--- config.mk ---
export PLATFORM = sky130hd
export DESIGN_NAME = clock_display_flat
export DESIGN_NICKNAME = d
export VERILOG_FILES = /design/src/rtl/clock_pkg.sv /design/src/rtl/clock_display_if.sv /design/src/rtl/seg7_lut.sv /design/src/rtl/clock_display.sv /design/src/flat_wrapper.sv
export SDC_FILE = /design/constraint.sdc
export NUM_CORES = 1
export LEC_CHECK = 0
export CELL_PAD_IN_SITES_DETAIL_PLACEMENT = 2
export CELL_PAD_IN_SITES_GLOBAL_PLACEMENT = 2
export CORE_ASPECT_RATIO = 1.25
export CORE_MARGIN = 2
export CORE_UTILIZATION = 40
export CTS_BUF_LIST = sky130_fd_sc_hd__clkbuf_8
export DETAILED_ROUTE_END_ITERATION = 16
export GPL_TIMING_DRIVEN = 0
export PLACE_DENSITY = 0.9
export SETUP_SLACK_MARGIN = 0.2
export SYNTH_ARGS = -nofsm -noshare
export SYNTH_HDL_FRONTEND = slang
export SYNTH_SLANG_ARGS = --single-unit
--- constraint.sdc ---
create_clock -name clk -period 6.7 [get_ports clk]
set_input_delay 1.675 -clock clk [delete_from_list [all_inputs] [get_ports clk]]
set_output_delay 1.675 -clock clk [all_outputs]
set_load 0.02 [all_outputs]
--- src/rtl/clock_pkg.sv ---
// Shared types, widths, limits and segment patterns for the clock display slice.
package clock_pkg;

  localparam int unsigned SEC_W       = 6;
  localparam int unsigned MIN_W       = 6;
  localparam int unsigned HR_W        = 5;
  localparam int unsigned BIN_W       = 6;
  localparam int unsigned BCD_W       = 8;
  localparam int unsigned NIB_W       = 4;
  localparam int unsigned SEG_W       = 7;
  localparam int unsigned CNT_W       = 3;
  localparam int unsigned SHIFT_STEPS = 6;

  localparam int unsigned SEC_MAX = 59;
  localparam int unsigned MIN_MAX = 59;
  localparam int unsigned HR_MAX  = 23;
  localparam int unsigned HR_NOON = 12;

  typedef enum logic [2:0] {
    IDLE,
    LOAD,
    SHIFT,
    STORE,
    UPDATE
  } state_t;

  typedef enum logic [1:0] {
    F_SEC,
    F_MIN,
    F_HR
  } field_t;

  // Active-high patterns, bit0 = seg a .. bit6 = seg g
  localparam logic [SEG_W-1:0] SEG_BLANK = 7'h00;
  localparam logic [SEG_W-1:0] SEG_DASH  = 7'h40;

  localparam logic [9:0][SEG_W-1:0] DIGIT_PAT = {
    7'h6F, 7'h7F, 7'h07, 7'h7D, 7'h6D, 7'h66, 7'h4F, 7'h5B, 7'h06, 7'h3F
  };

  // Hour value actually converted: 12-hour folding only applies to legal hours
  function automatic logic [BIN_W-1:0] hr_display(input logic [HR_W-1:0] hr,
                                                   input logic            fmt_12h);
    logic [HR_W-1:0] h;
    h = hr;
    if (fmt_12h && (hr <= HR_W'(HR_MAX))) begin
      if (hr == HR_W'(0))            h = HR_W'(HR_NOON);
      else if (hr > HR_W'(HR_NOON))  h = hr - HR_W'(HR_NOON);
    end
    return BIN_W'(h);
  endfunction

endpackage

--- src/rtl/clock_display_if.sv ---
// Time inputs and seven-segment outputs of the clock display.
interface clock_display_if;
  import clock_pkg::*;

  logic [SEC_W-1:0] sec;
  logic [MIN_W-1:0] min;
  logic [HR_W-1:0]  hr;
  logic             fmt_12h;
  logic [SEG_W-1:0] HEX0;
  logic [SEG_W-1:0] HEX1;
  logic [SEG_W-1:0] HEX2;
  logic [SEG_W-1:0] HEX3;
  logic [SEG_W-1:0] HEX4;
  logic [SEG_W-1:0] HEX5;
  logic             pm;
  logic             busy;

  modport master (
    output sec, min, hr, fmt_12h,
    input  HEX0, HEX1, HEX2, HEX3, HEX4, HEX5, pm, busy
  );

  modport slave (
    input  sec, min, hr, fmt_12h,
    output HEX0, HEX1, HEX2, HEX3, HEX4, HEX5, pm, busy
  );
endinterface

--- src/rtl/seg7_lut.sv ---
// BCD digit to seven-segment decoder with blank and dash overrides.
module seg7_lut
  import clock_pkg::*;
#(
  parameter bit SEG_ACTIVE_LOW = 1'b1
) (
  input  logic [NIB_W-1:0] digit,
  input  logic             blank,
  input  logic             dash,
  output logic [SEG_W-1:0] seg_c
);

  logic [SEG_W-1:0] pat;

  // Codes above 9 fall back to blank so no hex letters can appear
  always_comb begin
    pat = SEG_BLANK;
    if (dash)
      pat = SEG_DASH;
    else if (!blank && (digit <= NIB_W'(9)))
      pat = DIGIT_PAT[digit];
    seg_c = SEG_ACTIVE_LOW ? ~pat : pat;
  end

endmodule

--- src/rtl/clock_display.sv ---
// Binary time-of-day to six seven-segment digits via a shared double-dabble engine.
// Optional: CLOCK_DISPLAY_BLANK_LZ_EN blanks a leading zero on the hours tens digit.
module clock_display
  import clock_pkg::*;
#(
  parameter bit SEG_ACTIVE_LOW = 1'b1
) (
  input  logic            clk,
  input  logic            rst,
  clock_display_if.slave  bus
);

  localparam logic [SEG_W-1:0] SEG_OFF = SEG_ACTIVE_LOW ? ~SEG_BLANK : SEG_BLANK;

  state_t state, state_next;

  logic [SEC_W-1:0] snap_sec;
  logic [MIN_W-1:0] snap_min;
  logic [HR_W-1:0]  snap_hr;
  logic             snap_fmt;
  logic             stale;

  field_t           field;
  logic [CNT_W-1:0] cnt;
  logic [BIN_W-1:0] bin_q;
  logic [BCD_W-1:0] bcd_q;

  logic [NIB_W-1:0] sec_o, sec_t, min_o, min_t, hr_o, hr_t;
  logic             sec_dash, min_dash, hr_dash;

  logic             changed;
  logic             capture;
  logic [BIN_W-1:0] load_val;
  logic [BCD_W-1:0] bcd_adj;
  logic             hr_tens_blank;
  logic [SEG_W-1:0] seg0, seg1, seg2, seg3, seg4, seg5;

  assign changed = {bus.sec, bus.min, bus.hr, bus.fmt_12h}
                != {snap_sec, snap_min, snap_hr, snap_fmt};

  always_ff @(posedge clk or posedge rst) begin
    if (rst) state <= IDLE;
    else     state <= state_next;
  end

  always_comb begin
    state_next = state;
    capture    = 1'b0;
    case (state)
      IDLE: begin
        if (stale || changed) begin
          capture    = 1'b1;
          state_next = LOAD;
        end
      end
      LOAD:   state_next = SHIFT;
      SHIFT:  if (cnt == CNT_W'(SHIFT_STEPS - 1)) state_next = STORE;
      STORE:  state_next = (field == F_HR) ? UPDATE : LOAD;
      UPDATE: state_next = IDLE;
      default: state_next = IDLE;
    endcase
  end

  always_comb begin
    case (field)
      F_SEC:   load_val = BIN_W'(snap_sec);
      F_MIN:   load_val = BIN_W'(snap_min);
      default: load_val = hr_display(snap_hr, snap_fmt);
    endcase
  end

  // Add-3 correction applied before each shift
  always_comb begin
    bcd_adj[3:0] = (bcd_q[3:0] >= NIB_W'(5)) ? bcd_q[3:0] + NIB_W'(3) : bcd_q[3:0];
    bcd_adj[7:4] = (bcd_q[7:4] >= NIB_W'(5)) ? bcd_q[7:4] + NIB_W'(3) : bcd_q[7:4];
  end

`ifdef CLOCK_DISPLAY_BLANK_LZ_EN
  assign hr_tens_blank = (hr_t == NIB_W'(0)) && !hr_dash;
`else
  assign hr_tens_blank = 1'b0;
`endif

  always_ff @(posedge clk or posedge rst) begin
    if (rst) begin
      snap_sec <= '0;
      snap_min <= '0;
      snap_hr  <= '0;
      snap_fmt <= 1'b0;
      stale    <= 1'b1;
      field    <= F_SEC;
      cnt      <= '0;
      bin_q    <= '0;
      bcd_q    <= '0;
      sec_o    <= '0;
      sec_t    <= '0;
      min_o    <= '0;
      min_t    <= '0;
      hr_o     <= '0;
      hr_t     <= '0;
      sec_dash <= 1'b0;
      min_dash <= 1'b0;
      hr_dash  <= 1'b0;
      bus.HEX0 <= SEG_OFF;
      bus.HEX1 <= SEG_OFF;
      bus.HEX2 <= SEG_OFF;
      bus.HEX3 <= SEG_OFF;
      bus.HEX4 <= SEG_OFF;
      bus.HEX5 <= SEG_OFF;
      bus.pm   <= 1'b0;
      bus.busy <= 1'b0;
    end else begin
      bus.busy <= (state_next != IDLE);
      case (state)
        IDLE: begin
          if (capture) begin
            snap_sec <= bus.sec;
            snap_min <= bus.min;
            snap_hr  <= bus.hr;
            snap_fmt <= bus.fmt_12h;
            stale    <= 1'b0;
            field    <= F_SEC;
          end
        end
        LOAD: begin
          bin_q <= load_val;
          bcd_q <= '0;
          cnt   <= '0;
        end
        SHIFT: begin
          {bcd_q, bin_q} <= {bcd_adj, bin_q} << 1;
          cnt            <= cnt + CNT_W'(1);
        end
        STORE: begin
          case (field)
            F_SEC: begin
              sec_o    <= bcd_q[3:0];
              sec_t    <= bcd_q[7:4];
              sec_dash <= (snap_sec > SEC_W'(SEC_MAX));
              field    <= F_MIN;
            end
            F_MIN: begin
              min_o    <= bcd_q[3:0];
              min_t    <= bcd_q[7:4];
              min_dash <= (snap_min > MIN_W'(MIN_MAX));
              field    <= F_HR;
            end
            default: begin
              hr_o     <= bcd_q[3:0];
              hr_t     <= bcd_q[7:4];
              hr_dash  <= (snap_hr > HR_W'(HR_MAX));
              field    <= F_SEC;
            end
          endcase
        end
        UPDATE: begin
          // All digits and pm commit together so the display never tears
          bus.HEX0 <= seg0;
          bus.HEX1 <= seg1;
          bus.HEX2 <= seg2;
          bus.HEX3 <= seg3;
          bus.HEX4 <= seg4;
          bus.HEX5 <= seg5;
          bus.pm   <= snap_fmt && (snap_hr >= HR_W'(HR_NOON));
        end
        default: ;
      endcase
    end
  end

  seg7_lut #(.SEG_ACTIVE_LOW(SEG_ACTIVE_LOW)) u_seg0 (
    .digit(sec_o), .blank(1'b0), .dash(sec_dash), .seg_c(seg0));
  seg7_lut #(.SEG_ACTIVE_LOW(SEG_ACTIVE_LOW)) u_seg1 (
    .digit(sec_t), .blank(1'b0), .dash(sec_dash), .seg_c(seg1));
  seg7_lut #(.SEG_ACTIVE_LOW(SEG_ACTIVE_LOW)) u_seg2 (
    .digit(min_o), .blank(1'b0), .dash(min_dash), .seg_c(seg2));
  seg7_lut #(.SEG_ACTIVE_LOW(SEG_ACTIVE_LOW)) u_seg3 (
    .digit(min_t), .blank(1'b0), .dash(min_dash), .seg_c(seg3));
  seg7_lut #(.SEG_ACTIVE_LOW(SEG_ACTIVE_LOW)) u_seg4 (
    .digit(hr_o), .blank(1'b0), .dash(hr_dash), .seg_c(seg4));
  seg7_lut #(.SEG_ACTIVE_LOW(SEG_ACTIVE_LOW)) u_seg5 (
    .digit(hr_t), .blank(hr_tens_blank), .dash(hr_dash), .seg_c(seg5));

endmodule

--- src/flat_wrapper.sv ---
// flat-port wrapper written by rule: the top's interface ports become plain ports
module clock_display_flat import clock_pkg::*;
#(
  parameter bit SEG_ACTIVE_LOW = 1'b1
)
  (clk, rst, bus_sec, bus_min, bus_hr, bus_fmt_12h, bus_HEX0, bus_HEX1, bus_HEX2, bus_HEX3, bus_HEX4, bus_HEX5, bus_pm, bus_busy);
  clock_display_if bus_i ();
  input  logic clk;
  input  logic rst;
  input wire logic [$bits(bus_i.sec)-1:0] bus_sec;
  input wire logic [$bits(bus_i.min)-1:0] bus_min;
  input wire logic [$bits(bus_i.hr)-1:0] bus_hr;
  input wire logic [$bits(bus_i.fmt_12h)-1:0] bus_fmt_12h;
  output wire logic [$bits(bus_i.HEX0)-1:0] bus_HEX0;
  output wire logic [$bits(bus_i.HEX1)-1:0] bus_HEX1;
  output wire logic [$bits(bus_i.HEX2)-1:0] bus_HEX2;
  output wire logic [$bits(bus_i.HEX3)-1:0] bus_HEX3;
  output wire logic [$bits(bus_i.HEX4)-1:0] bus_HEX4;
  output wire logic [$bits(bus_i.HEX5)-1:0] bus_HEX5;
  output wire logic [$bits(bus_i.pm)-1:0] bus_pm;
  output wire logic [$bits(bus_i.busy)-1:0] bus_busy;
  assign bus_i.sec = bus_sec;
  assign bus_i.min = bus_min;
  assign bus_i.hr = bus_hr;
  assign bus_i.fmt_12h = bus_fmt_12h;
  assign bus_HEX0 = bus_i.HEX0;
  assign bus_HEX1 = bus_i.HEX1;
  assign bus_HEX2 = bus_i.HEX2;
  assign bus_HEX3 = bus_i.HEX3;
  assign bus_HEX4 = bus_i.HEX4;
  assign bus_HEX5 = bus_i.HEX5;
  assign bus_pm = bus_i.pm;
  assign bus_busy = bus_i.busy;
  clock_display #(.SEG_ACTIVE_LOW(SEG_ACTIVE_LOW)) u_core (.clk(clk), .rst(rst), .bus(bus_i));
endmodule
==> results.json <==
{
  "hold_ws_ns": 0.4947,
  "io_pins": 64,
  "max_slew.worst_pin.slew_ns": 0.8997,
  "io_buffers": 63,
  "finalPower_mw": 3.371,
  "yosys_register_bits": 112,
  "wire_per_inst_um": 20.97,
  "critPathLaunch": "bus_sec[2]",
  "drv_cap": 0,
  "dr.pass1.iters": 4,
  "fmax_ghz": 0.2658,
  "syn_area_per_cell_um2": 10.22,
  "cp_max_fo": 10,
  "antenna_found_initial": 0,
  "worstPathCellList": "clkdlybuf4s50_1 -> xor2_1 -> nor4_1 -> nand4_1 -> o21ai_4 -> buf_12 -> mux2_4",
  "utilization_pct": 48.41,
  "drv_slew": 0,
  "hold_viol_final": 0,
  "rsz0062_at_grt": "false",
  "clkSlewWorstSetupHoldPaths_ns": 0.10,
  "synth_edf_count": 0,
  "slowest_stage": "nor4_1",
  "relSlewSlack_pct": 39.89,
  "clock-sinks": 112,
  "grt_pass1_vias": 5614,
  "numCtsBuffers": 9,
  "post_cts_buffers": 0,
  "place_congestion": 0.8249,
  "nets": 747,
  "synthFlopType": "dfrtp_1",
  "start_util_pct": 41.13,
  "yosysSeqAreaShare_pct": 46.07,
  "layout.cells.non_filler": 895,
  "final-setup-viol-count": 0,
  "grt_pass1_wl_um": 30820,
  "synth-warning-count": 0,
  "worst_ep_arrival_time_ns": 4.05,
  "setup_tns_ns": 0,
  "leakagePower_nw": 3.088,
  "hold_path_class": "reg -> reg",
  "stdcell_area_mm2": 0.007300,
  "grt_max_degree": 58,
  "synth_async_sr_flop_share_pct": 100.0,
  "globalRoute.totalOverflow": 0,
  "start_kind": "input pin",
  "holdBufCountCts": 0,
  "powerDensity_mw_per_mm2": 461.8,
  "cts_buffer_depth": 2,
  "initialDrtViolationCount": 214,
  "clock_latency_ns": 0.39,
  "n_antenna_cell": 0,
  "dp_cells": 879,
  "route.detailed.drc": 0,
  "period_minus_slack_ns": 3.762,
  "grtUsageTotal_pct": 24.19,
  "rows": 50,
  "finalClockSkew_ns": 0.01395,
  "viasPerCell": 5.441,
  "design.core.area_mm2": 0.01508,
  "syn_to_final_growth_pct": 17.72,
  "status": "completed",
  "dpl.hpwl_um": 13300,
  "cts_tree": "done",
  "drive_gt1_share_pct": 16.59,
  "vias": 4870,
  "cp_data_required_time_ns": 6.99,
  "cpPeakStageDelay_ns": 0.56,
  "critPathKind": "in -> reg",
  "cts_htree_levels": 3,
  "r2r_start": "u_core.state[1]",
  "synthesis.instances": 607,
  "root_buffer": "clkbuf_8",
  "syn_area_mm2": 0.006201,
  "period_share_pct": 56.15,
  "die_w_um": 115.4,
  "placed_area_mm2": 0.007122,
  "setup_ws_ns": 2.938,
  "dieHeight_um": 143.2,
  "min-delay-start": "u_core.stale",
  "die-area_mm2": 0.01652,
  "end_kind": "register",
  "ys_types": 59,
  "syn_nets": 672,
  "antenna_left": 0,
  "wl_um": 18770,
  "dpl_worst_slack_ns": 2.607,
  "cts_resized": 0,
  "max-vdd-ir-drop_mv": 0.2209
}
cells in the final DEF, fill, tap and decap left out, drive strengths merged, types with 4 or more instances in the layout:
cell / count
nand2: 59
ha: 45
nor3: 5
a31oi: 14
clkdlybuf4s50: 63
nor2: 54
a21oi: 31
mux2: 31
dfstp: 43
inv: 40
buf: 18
o22a: 19
o21ai: 45
clkbuf: 29
a22o: 7
or3: 4
nor4: 4
o21bai: 11
mux2i: 13
dfrtp: 69
nor2b: 6
nand3: 5
xor2: 15
nand2b: 8
o31ai: 4
xnor2: 5
o22ai: 4
cell usage after synthesis, types with 8 or more instances:
| library cell | instances | share of area (%) |
|---|---|---|
| dfrtp_1 | 69 | 28 |
| mux2_2 | 25 | 4.5 |
| dfstp_2 | 43 | 18 |
| a21oi_1 | 31 | 2.5 |
| o21bai_1 | 11 | 1.3 |
| buf_2 | 11 | 0.89 |
| xor2_1 | 14 | 2.0 |
| inv_1 | 37 | 2.2 |
| mux2i_1 | 13 | 2.1 |
| o21ai_0 | 39 | 3.1 |
| nand2b_1 | 8 | 0.81 |
| nand2_1 | 59 | 3.6 |
| o22a_1 | 19 | 2.7 |
| nor2_1 | 54 | 3.3 |
| a31oi_1 | 14 | 1.4 |
| ha_1 | 45 | 9.1 |
| clkbuf_1 | 16 | 0.97 |
cells by family (layout without fill, tap and decap cells):
family | count (synthesis) | count (layout) | synth area share [%]
adder cells (fa/ha/maj) | 45 | 45 | 9.080
AO/OA/AOI/OAI | 159 | 159 | 16.95
buffers and inverters | 72 | 152 | 5.266
AND/OR/NAND/NOR | 155 | 155 | 11.60
flip-flops | 112 | 112 | 46.07
multiplexers | 44 | 44 | 8.091
XOR/XNOR | 20 | 20 | 2.946
routing by layer:
layer | part of all wire (%) | track usage (%)
met5 | 0 | 0
met3 | 2.3 | 3.226
met2 | 56 | 46.48
met1 | 39 | 27.15
met4 | 1.9 | 7.483
area by class of cell:
type	count	area [µm²]
clock buffers	11	151.4
multi-input cells	423	3018
inverters	37	141.4
fillers	1558	7777
plain buffers	35	187.7
flip-flops and latches	112	2856
clock inverters	5	26.28
repair buffers	64	658.1
well taps	208	260.3
power by group:
group | switching (mW) | internal, mW
clock | 0.242 | 0.152
combinational | 0.995 | 0.748
sequential | 0.256 | 0.977
state kept, by name, indices dropped and copies added (netlist names), 2 cells and up:
signal	flops
u_core.min_o	4
u_core.sec_t	4
u_core.min_t	4
u_core.hr_o	4
u_core.bus.HEX1	7
u_core.field	2
u_core.state	3
u_core.sec_o	4
u_core.bin_q	6
u_core.bus.HEX2	7
u_core.snap_sec	6
u_core.bus.HEX5	7
u_core.bus.HEX3	7
u_core.snap_hr	5
u_core.snap_min	6
u_core.hr_t	4
u_core.bus.HEX4	7
u_core.bus.HEX0	7
u_core.bcd_q	8
u_core.cnt	3
critical path, delay by kind of cell:
family                 cells  cell delay, ns
AO/OA/AOI/OAI              1            0.38
XOR/XNOR                   1            0.20
multiplexers               1            0.30
buffers and inverters      2            0.67
AND/OR/NAND/NOR            2            0.81
final timing paths:
check,slack (ns),depth (start not counted),to
max,2.94,7,u_core.snap_sec[1]
min,0.49,1,u_core.stale
max reg2reg,4.12,6,u_core.bus.HEX2[1]
min reg2reg,0.49,1,u_core.stale
max in group asynchronous,4.14,3,u_core.bus.HEX1[0]
min in group asynchronous,1.76,2,u_core.bus.busy
Power figures use the tool's default switching activity.
